<file path="src/rtl/dmem_arbiter_if.sv">
// Bus bundle between the two data-memory masters, the arbiter and the shared memory.
// The slave modport is the arbiter's view; master is the environment's view.
interface dmem_arbiter_if #(
  parameter int AW = 32,
  parameter int DW = 32
);
  logic          m0_req;
  logic          m0_we;
  logic          m0_byte;
  logic [AW-1:0] m0_addr;
  logic [DW-1:0] m0_wdata;
  logic          m0_ack;
  logic [DW-1:0] m0_rdata;

  logic          m1_req;
  logic          m1_we;
  logic          m1_byte;
  logic [AW-1:0] m1_addr;
  logic [DW-1:0] m1_wdata;
  logic          m1_lock;
  logic          m1_ack;
  logic [DW-1:0] m1_rdata;

  logic          mem_en;
  logic          mem_we;
  logic          mem_byte;
  logic [AW-1:0] mem_addr;
  logic [DW-1:0] mem_wdata;
  logic [DW-1:0] mem_rdata;

  logic          owner;
  logic          busy;

  modport slave (
    input  m0_req, m0_we, m0_byte, m0_addr, m0_wdata,
    input  m1_req, m1_we, m1_byte, m1_addr, m1_wdata, m1_lock,
    input  mem_rdata,
    output m0_ack, m0_rdata, m1_ack, m1_rdata,
    output mem_en, mem_we, mem_byte, mem_addr, mem_wdata,
    output owner, busy
  );

  modport master (
    output m0_req, m0_we, m0_byte, m0_addr, m0_wdata,
    output m1_req, m1_we, m1_byte, m1_addr, m1_wdata, m1_lock,
    output mem_rdata,
    input  m0_ack, m0_rdata, m1_ack, m1_rdata,
    input  mem_en, mem_we, mem_byte, mem_addr, mem_wdata,
    input  owner, busy
  );
endinterface

</file>
<file path="src/rtl/dmem_arbiter.sv">
// Two-master round-robin arbiter for a single-port data memory; every access is
// IDLE (arbitrate) -> ACC (memory strobe) -> RSP (ack), with a bounded master-1 lock.
module dmem_arbiter #(
  parameter int AW        = 32,
  parameter int DW        = 32,
  parameter int MAX_BURST = 4
) (
  input logic           clk,
  input logic           rst,
  dmem_arbiter_if.slave bus
);
  typedef enum logic [1:0] {IDLE = 2'd0, ACC = 2'd1, RSP = 2'd2} state_t;

  state_t        state, state_n;
  logic          owner, owner_n;
  logic          rr_last, rr_last_n;
  logic [3:0]    beat_cnt, beat_n;
  logic          lock_hold;
  logic [AW-1:0] addr_sel;
  logic [DW-1:0] wdata_sel;

  always_ff @(posedge clk or negedge rst) begin
    if (!rst) begin
      state    <= IDLE;
      owner    <= 1'b0;
      rr_last  <= 1'b1;
      beat_cnt <= '0;
    end else begin
      state    <= state_n;
      owner    <= owner_n;
      rr_last  <= rr_last_n;
      beat_cnt <= beat_n;
    end
  end

  always_comb begin
    state_n   = state;
    owner_n   = owner;
    rr_last_n = rr_last;
    beat_n    = beat_cnt;
    addr_sel  = owner ? bus.m1_addr  : bus.m0_addr;
    wdata_sel = owner ? bus.m1_wdata : bus.m0_wdata;

    bus.m0_ack    = 1'b0;
    bus.m1_ack    = 1'b0;
    bus.m0_rdata  = '0;
    bus.m1_rdata  = '0;
    bus.mem_en    = 1'b0;
    bus.mem_we    = 1'b0;
    bus.mem_byte  = 1'b0;
    bus.mem_addr  = '0;
    bus.mem_wdata = '0;
    bus.owner     = owner;
    bus.busy      = (state != IDLE);

    // Master 1 keeps the bus on a tie only while it was last served, still
    // requests, and has not yet used up its burst allowance.
    lock_hold = rr_last && bus.m1_lock && bus.m1_req && (beat_cnt < 4'(MAX_BURST));

    case (state)
      IDLE: begin
        if (bus.m0_req && bus.m1_req) begin
          owner_n = lock_hold ? 1'b1 : ~rr_last;
          state_n = ACC;
        end else if (bus.m0_req) begin
          owner_n = 1'b0;
          state_n = ACC;
        end else if (bus.m1_req) begin
          owner_n = 1'b1;
          state_n = ACC;
        end
      end
      ACC: begin
        bus.mem_en    = 1'b1;
        bus.mem_we    = owner ? bus.m1_we   : bus.m0_we;
        bus.mem_byte  = owner ? bus.m1_byte : bus.m0_byte;
        bus.mem_addr  = addr_sel;
        bus.mem_wdata = wdata_sel;
        state_n       = RSP;
      end
      RSP: begin
        bus.m0_ack   = ~owner;
        bus.m1_ack   = owner;
        bus.m0_rdata = owner ? '0 : bus.mem_rdata;
        bus.m1_rdata = owner ? bus.mem_rdata : '0;
        rr_last_n    = owner;
        if (owner && bus.m1_lock)
          beat_n = (beat_cnt == 4'hF) ? beat_cnt : beat_cnt + 4'd1;
        else
          beat_n = '0;
        state_n = IDLE;
      end
      default: state_n = IDLE;
    endcase
  end
endmodule

</file>
<file path="src/flat_wrapper.sv">
// flat-port wrapper written by rule: the top's interface ports become plain ports
module dmem_arbiter_flat 
#(
  parameter int AW        = 32,
  parameter int DW        = 32,
  parameter int MAX_BURST = 4
)
  (clk, rst, bus_m0_req, bus_m0_we, bus_m0_byte, bus_m0_addr, bus_m0_wdata, bus_m1_req, bus_m1_we, bus_m1_byte, bus_m1_addr, bus_m1_wdata, bus_m1_lock, bus_mem_rdata, bus_m0_ack, bus_m0_rdata, bus_m1_ack, bus_m1_rdata, bus_mem_en, bus_mem_we, bus_mem_byte, bus_mem_addr, bus_mem_wdata, bus_owner, bus_busy);
  dmem_arbiter_if #(.AW(AW), .DW(DW)) bus_i ();
  input logic clk;
  input logic rst;
  input wire logic [$bits(bus_i.m0_req)-1:0] bus_m0_req;
  input wire logic [$bits(bus_i.m0_we)-1:0] bus_m0_we;
  input wire logic [$bits(bus_i.m0_byte)-1:0] bus_m0_byte;
  input wire logic [$bits(bus_i.m0_addr)-1:0] bus_m0_addr;
  input wire logic [$bits(bus_i.m0_wdata)-1:0] bus_m0_wdata;
  input wire logic [$bits(bus_i.m1_req)-1:0] bus_m1_req;
  input wire logic [$bits(bus_i.m1_we)-1:0] bus_m1_we;
  input wire logic [$bits(bus_i.m1_byte)-1:0] bus_m1_byte;
  input wire logic [$bits(bus_i.m1_addr)-1:0] bus_m1_addr;
  input wire logic [$bits(bus_i.m1_wdata)-1:0] bus_m1_wdata;
  input wire logic [$bits(bus_i.m1_lock)-1:0] bus_m1_lock;
  input wire logic [$bits(bus_i.mem_rdata)-1:0] bus_mem_rdata;
  output wire logic [$bits(bus_i.m0_ack)-1:0] bus_m0_ack;
  output wire logic [$bits(bus_i.m0_rdata)-1:0] bus_m0_rdata;
  output wire logic [$bits(bus_i.m1_ack)-1:0] bus_m1_ack;
  output wire logic [$bits(bus_i.m1_rdata)-1:0] bus_m1_rdata;
  output wire logic [$bits(bus_i.mem_en)-1:0] bus_mem_en;
  output wire logic [$bits(bus_i.mem_we)-1:0] bus_mem_we;
  output wire logic [$bits(bus_i.mem_byte)-1:0] bus_mem_byte;
  output wire logic [$bits(bus_i.mem_addr)-1:0] bus_mem_addr;
  output wire logic [$bits(bus_i.mem_wdata)-1:0] bus_mem_wdata;
  output wire logic [$bits(bus_i.owner)-1:0] bus_owner;
  output wire logic [$bits(bus_i.busy)-1:0] bus_busy;
  assign bus_i.m0_req = bus_m0_req;
  assign bus_i.m0_we = bus_m0_we;
  assign bus_i.m0_byte = bus_m0_byte;
  assign bus_i.m0_addr = bus_m0_addr;
  assign bus_i.m0_wdata = bus_m0_wdata;
  assign bus_i.m1_req = bus_m1_req;
  assign bus_i.m1_we = bus_m1_we;
  assign bus_i.m1_byte = bus_m1_byte;
  assign bus_i.m1_addr = bus_m1_addr;
  assign bus_i.m1_wdata = bus_m1_wdata;
  assign bus_i.m1_lock = bus_m1_lock;
  assign bus_i.mem_rdata = bus_mem_rdata;
  assign bus_m0_ack = bus_i.m0_ack;
  assign bus_m0_rdata = bus_i.m0_rdata;
  assign bus_m1_ack = bus_i.m1_ack;
  assign bus_m1_rdata = bus_i.m1_rdata;
  assign bus_mem_en = bus_i.mem_en;
  assign bus_mem_we = bus_i.mem_we;
  assign bus_mem_byte = bus_i.mem_byte;
  assign bus_mem_addr = bus_i.mem_addr;
  assign bus_mem_wdata = bus_i.mem_wdata;
  assign bus_owner = bus_i.owner;
  assign bus_busy = bus_i.busy;
  dmem_arbiter #(.AW(AW), .DW(DW), .MAX_BURST(MAX_BURST)) u_core (.clk(clk), .rst(rst), .bus(bus_i));
endmodule
</file>
<file path="config.mk">
export PLATFORM = sky130hd
export DESIGN_NAME = dmem_arbiter_flat
export DESIGN_NICKNAME = d
export VERILOG_FILES = /design/src/rtl/dmem_arbiter_if.sv /design/src/rtl/dmem_arbiter.sv /design/src/flat_wrapper.sv
export SDC_FILE = /design/constraint.sdc
export NUM_CORES = 1
export LEC_CHECK = 0
export ABC_CLOCK_PERIOD_IN_PS = 1500
export CORE_AREA = 8 8 111 113
export CTS_BUF_LIST = sky130_fd_sc_hd__clkbuf_8
export DETAILED_ROUTE_END_ITERATION = 7
export DIE_AREA = 0 0 119 121
export HOLD_SLACK_MARGIN = 0.02
export PLACE_DENSITY = 0.7
export SETUP_SLACK_MARGIN = 0.2
export SYNTH_ARGS = -nofsm -noshare
export SYNTH_HDL_FRONTEND = slang
export SYNTH_SLANG_ARGS = --single-unit
</file>
<file path="constraint.sdc">
create_clock -name clk -period 1.5 [get_ports clk]
set_input_delay 0.3 -clock clk [delete_from_list [all_inputs] [get_ports clk]]
set_output_delay 0.3 -clock clk [all_outputs]
set_load 0.05 [all_outputs]
</file>
; Word-level counts from Yosys, hierarchy flattened
; Cells that the tools add are included.
[word_totals]
register_bits = 8
in_bits = 169
out_inout_bits = 135
wordCells = 48
[classes]
n_addsub = 1
order_cmp = 1
n_eq_ne = 5
mux = 25
bitwise = 2
n_reduce_logical = 10
[ops]
columns = cell, n
row1 = $mux 32, 8
row2 = $mux 1, 11
row3 = $mux 4, 2
row4 = $mux 2, 3
row5 = $logic_and 1x1->1, 5
row6 = $add 4x1->4 const B, 1
row7 = $eq 4x4->1 const B, 1
row8 = $lt 4x3->1 const B, 1
row9 = $ne 4x3->1 const B, 1
row10 = $pmux 2 s2, 1
row11 = $reduce_and 2->1, 2
row12 = $reduce_bool 3->1, 1
row13 = $eq 2x1->1 const B, 1
row14 = $eq 2x2->1 const B, 1
row15 = $logic_not 2->1, 1
row16 = $ne 2x2->1 const B, 1
row17 = $not 1->1, 2
row18 = $reduce_bool 2->1, 1

; Longest topological paths before layout
; Gate-level depths: netlist of run 1.
[logic_depth]
depth_word = 5
mapped_depth = 5
ltp_nobuf = 4

; Least setup slack after synthesis of run 1
; OpenSTA, ideal clock, no wires.
[synth_timing]
path_kind = reg2out
start = register u_core.owner (netlist: u_core.bus.owner)
end = output port bus_mem_addr[0]
arrival_time_ns = 1.822
required_ns = 1.200
path_slack_ns = -0.622
stages_incl_launch_ff = 5
n_path_buf = 2
cell_sequence = dfrtp_1 buf_6 buf_12 mux2i_1 nor2_1
[synth_between]
elab_chain_len = 2
[synth_lines]
columns = item, line_no
row1 = from (decl), dmem_arbiter.sv:15  ; logic owner, owner_n;
row2 = from (signal assigned), dmem_arbiter.sv:30  ; owner <= owner_n;
row3 = $mux 32, dmem_arbiter.sv:41  ; addr_sel = owner ? bus.m1_addr : bus.m0_addr;
row4 = $mux 32, dmem_arbiter.sv:60  ; case (state)
row5 = to (decl), flat_wrapper.sv:31  ; output wire logic [$bits(bus_i.mem_addr)-1:0] bus_mem_addr;
; No other way between the ends.

; Final worst setup path of run 1
[layout_timing]
start = register u_core.owner (netlist: u_core.bus.owner)
end = output port bus_mem_wdata[8]
[layout_between]
elab_chain_len = 2
[layout_lines]
columns = item, line_no
row1 = $mux 32, dmem_arbiter.sv:42  ; wdata_sel = owner ? bus.m1_wdata : bus.m0_wdata;
row2 = $mux 32, dmem_arbiter.sv:60
row3 = to (decl), flat_wrapper.sv:32  ; output wire logic [$bits(bus_i.mem_wdata)-1:0] bus_mem_wdata;
; No other way between the ends.

==> results.yml, run 1 <==
floorplan:
  die_y_um: 121
  dieWidth_um: 119
  io_pins: 304
  fp.dieArea_um2: 14400
  coreArea_um2: 10600
  num_rows: 38
  start_util_pct: 18.47
power:
  ir_drop_mv: 1.223
  power.total_mw: 14.08
  p_per_area_nw_per_um2: 1837
  power.leakage_nw: 3.090
worst_setup_path:
  required_ps: 1200
  crit_slowest_cell: "dfrtp_4"
  worstReg2RegEnd: "u_core.beat_cnt[0]$_DFFE_PN0P_"
  cp-startpoint: "u_core.bus.owner$_DFFE_PN0P_"
  cp-start-kind: "flip-flop"
  ff2ff_path_depth: 5
  cp_max_fo: 15
  rr_startpoint: "u_core.state[0]$_DFFE_PN0P_"
  reg2reg_slack_ps: 190
  cp-end-kind: "output pin"
  critPathArrivalTime_ps: 1540
  cpPeakStageDelay_ps: 480
  cp_cell_sequence: "buf_12 -> buf_16 -> mux2i_2 -> nor2_4 -> buf_8"
  path_class: "flip-flop to output pin"
synth:
  synth-main-ff-cell: "dfrtp_1"
  yosysTopAreaCellShare_pct: 33.74
  async_flop_share_pct: 100.0
  synth_seq_cells: 8
  syn_nets: 438
  ys_seq_area_share_pct: 10.29
  synth.largest_area_cell: "mux2i_1"
  synth_compound_area_share_pct: 3.003
  netlist_instances: 268
  synthSimpleGateAreaFrac_pct: 39.55
  synth_area_um2: 1958
  synthMuxAreaShare_pct: 33.74
  yosys-top-cells-count: "73 x nor2_1, 66 x mux2i_1, 34 x and2_1"
  synth-xor-area-share_pct: 0
  avgSynthCellArea_um2: 7.306
  synthTopCellsByArea: "mux2i_1 34%, nor2_1 14%, and2_1 11%"
  synth_top_family_by_area: "simple AND/OR/NAND/NOR gates"
  synth_edf_count: 0
  synth.distinct_cells: 26
  synth_adder_area_share_pct: 0.6390
  yosys_warnings: 0
  yosysMostFrequentCell: "nor2_1"
sta:
  fin_skew_ps: 6.198
  setup_viol: 134
  hold_viol: 0
  min_period_over_period_pct: 123.0
  max_freq_ghz: 0.5420
  finalMaxSlewViolations: 0
  tns_ps: -41270
  rsz0062_at_grt: "true"
  relSlewSlack_pct: 73.95
  tightest_slew_ps: 389.5
  fin_crit_ps: 1845
  fin_ws_ps: -344.9
routing:
  wire_per_inst_um: 21.27
  first_pass_iters: 4
  wirelength_um: 15490
  ant_nets: 0
  num_vias: 3288
  via_per_inst: 4.516
  drc_errors: 0
  drt_iter0_markers: 109
finish:
  syn2layout_area_growth_pct: 291.4
  drive_gt1_share_pct: 57.82
  nets: 759
  antenna_cells: 0
  final_cells: 728
  post-route-util_pct: 72.29
clocking:
  cts.sinks: 8
  cts_buffer_depth: 2
  clk_pin_slew_ps: 50
  ctsHoldBuffers: 0
  clockRootBuffer: "clkbuf_8"
  htreeDepth: 1
  cts_tree: "built"
  clkLatencyLatePin_ps: 230
  cts_made_buffers: 3
placement:
  place_inst: 698
  dp_slack_ps: -124.2
  portBuffers: 303
  hpwl_um: 11870
  gp_congestion: 0.8745
outcome:
  outcome: "finished with violations"
  violations: "negative setup slack"
flow_run:
  maxCapViolations: 0
min_path:
  min_path_type: "input port to async pin"
global_routing:
  grt_usage_pct: 18.03
  grt_pass1_wl_um: 20610
  antenna_found_initial: 0
  grt_pass1_vias: 3475
  grt_overflow: 0
  grt_max_degree: 44
[cells by family (layout without fill, tap and decap cells)]
| family | count (synthesis) | in the layout |
|---|---|---|
| AOI/OAI and AO/OA | 10 | 10 |
| adders and majority gates | 1 | 1 |
| buffers and inverters | 29 | 349 |
| DFF | 8 | 8 |
| muxes | 66 | 66 |
| and+or+nand+nor | 154 | 154 |
[report_power, final]
| group | switching (mW) | internal [mW] |
|---|---|---|
| registers | 0.111 | 0.329 |
| logic | 6.85 | 6.52 |
| clock network | 0.0919 | 0.178 |
| total | 7.05 | 7.03 |
[flip-flops by register name, indices dropped and copies added (netlist names)]
| name | flops |
|---|---|
| u_core.beat_cnt | 4 |
| u_core.rr_last | 1 |
| u_core.bus.owner | 1 |
| u_core.state | 2 |
[metrics by stage]
stage / hold WS, ps / instance area, um2
floorplan: 4.409 / 2460
global placement: 489.0 / 6782
detailed placement: 494.1 / 6782
CTS: 365.7 / 7058
global route: 367.9 / 7665
finish: 358.0 / 7665
[area by class of cell]
| cell class | count | area, um2 |
|---|---|---|
| clock inverters | 1 | 3.754 |
| well taps | 140 | 175.2 |
| multi-input cells | 231 | 2278 |
| flip-flops and latches | 8 | 206.4 |
| inverters | 3 | 18.77 |
| repair buffers | 342 | 4941 |
| fillers | 698 | 2938 |
| clock buffers | 3 | 41.29 |
[how the worst max path moves through the flow]
stage | end | slack, ps | cells past startpoint
final | bus_mem_wdata[8] | -340 | 5
after global routing | bus_mem_wdata[8] | -390 | 5
after CTS | bus_m0_rdata[18] | -340 | 5
after detailed placement | bus_mem_byte | -120 | 4
after global placement | bus_mem_byte | -100 | 4
after floorplan | bus_mem_addr[6] | -440 | 4
[cell usage in the layout (no fill, tap or decap), types with 2 or more instances in the layout]
| master | instances |
|---|---|
| buf_12 | 129 |
| mux2i_1 | 39 |
| nor2_4 | 27 |
| nand2b_4 | 2 |
| nor2_1 | 14 |
| mux2i_4 | 13 |
| mux2i_2 | 14 |
| buf_4 | 14 |
| nand3_1 | 4 |
| nor2_2 | 33 |
| a21oi_1 | 2 |
| o21ai_1 | 2 |
| clkbuf_8 | 3 |
| dfrtp_1 | 5 |
| clkbuf_16 | 6 |
| buf_8 | 7 |
| and3_4 | 32 |
| buf_6 | 11 |
| and2_4 | 33 |
| a31oi_1 | 3 |
| inv_2 | 2 |
| clkdlybuf4s50_1 | 168 |
| nand2_1 | 3 |
| buf_16 | 7 |
[worst max-delay path, delay by kind of cell, from the launching register on]
kind                   cells  cell delay, ps
DFF                        1             480
and+or+nand+nor            1             140
muxes                      1             190
buffers and inverters      3             500
[per-layer routing]
layer | share of wire [%] | GRT usage [%]
met1 | 36 | 18.58
met2 | 55 | 35.09
met3 | 6.7 | 5.165
met4 | 2.3 | 4.032
met5 | 0 | 0
[repair_timing]
action / in CTS / in global routing
buffers inserted: 6 / 9
gates cloned: 3 / 8
setup endpoints to repair: 135 / 137
endpoints found under the hold margin: 0 / 0
resized for setup: 32 / 78
pin swaps: 23 / 26
(Power assumes the default switching activity.)
==> inputs of run 2 (changes only) <==
- CTS_CLUSTER_DIAMETER: default -> 120
==> results of run 2 <==
No change in the layout: final DEF, timing and power equal those of run 1.
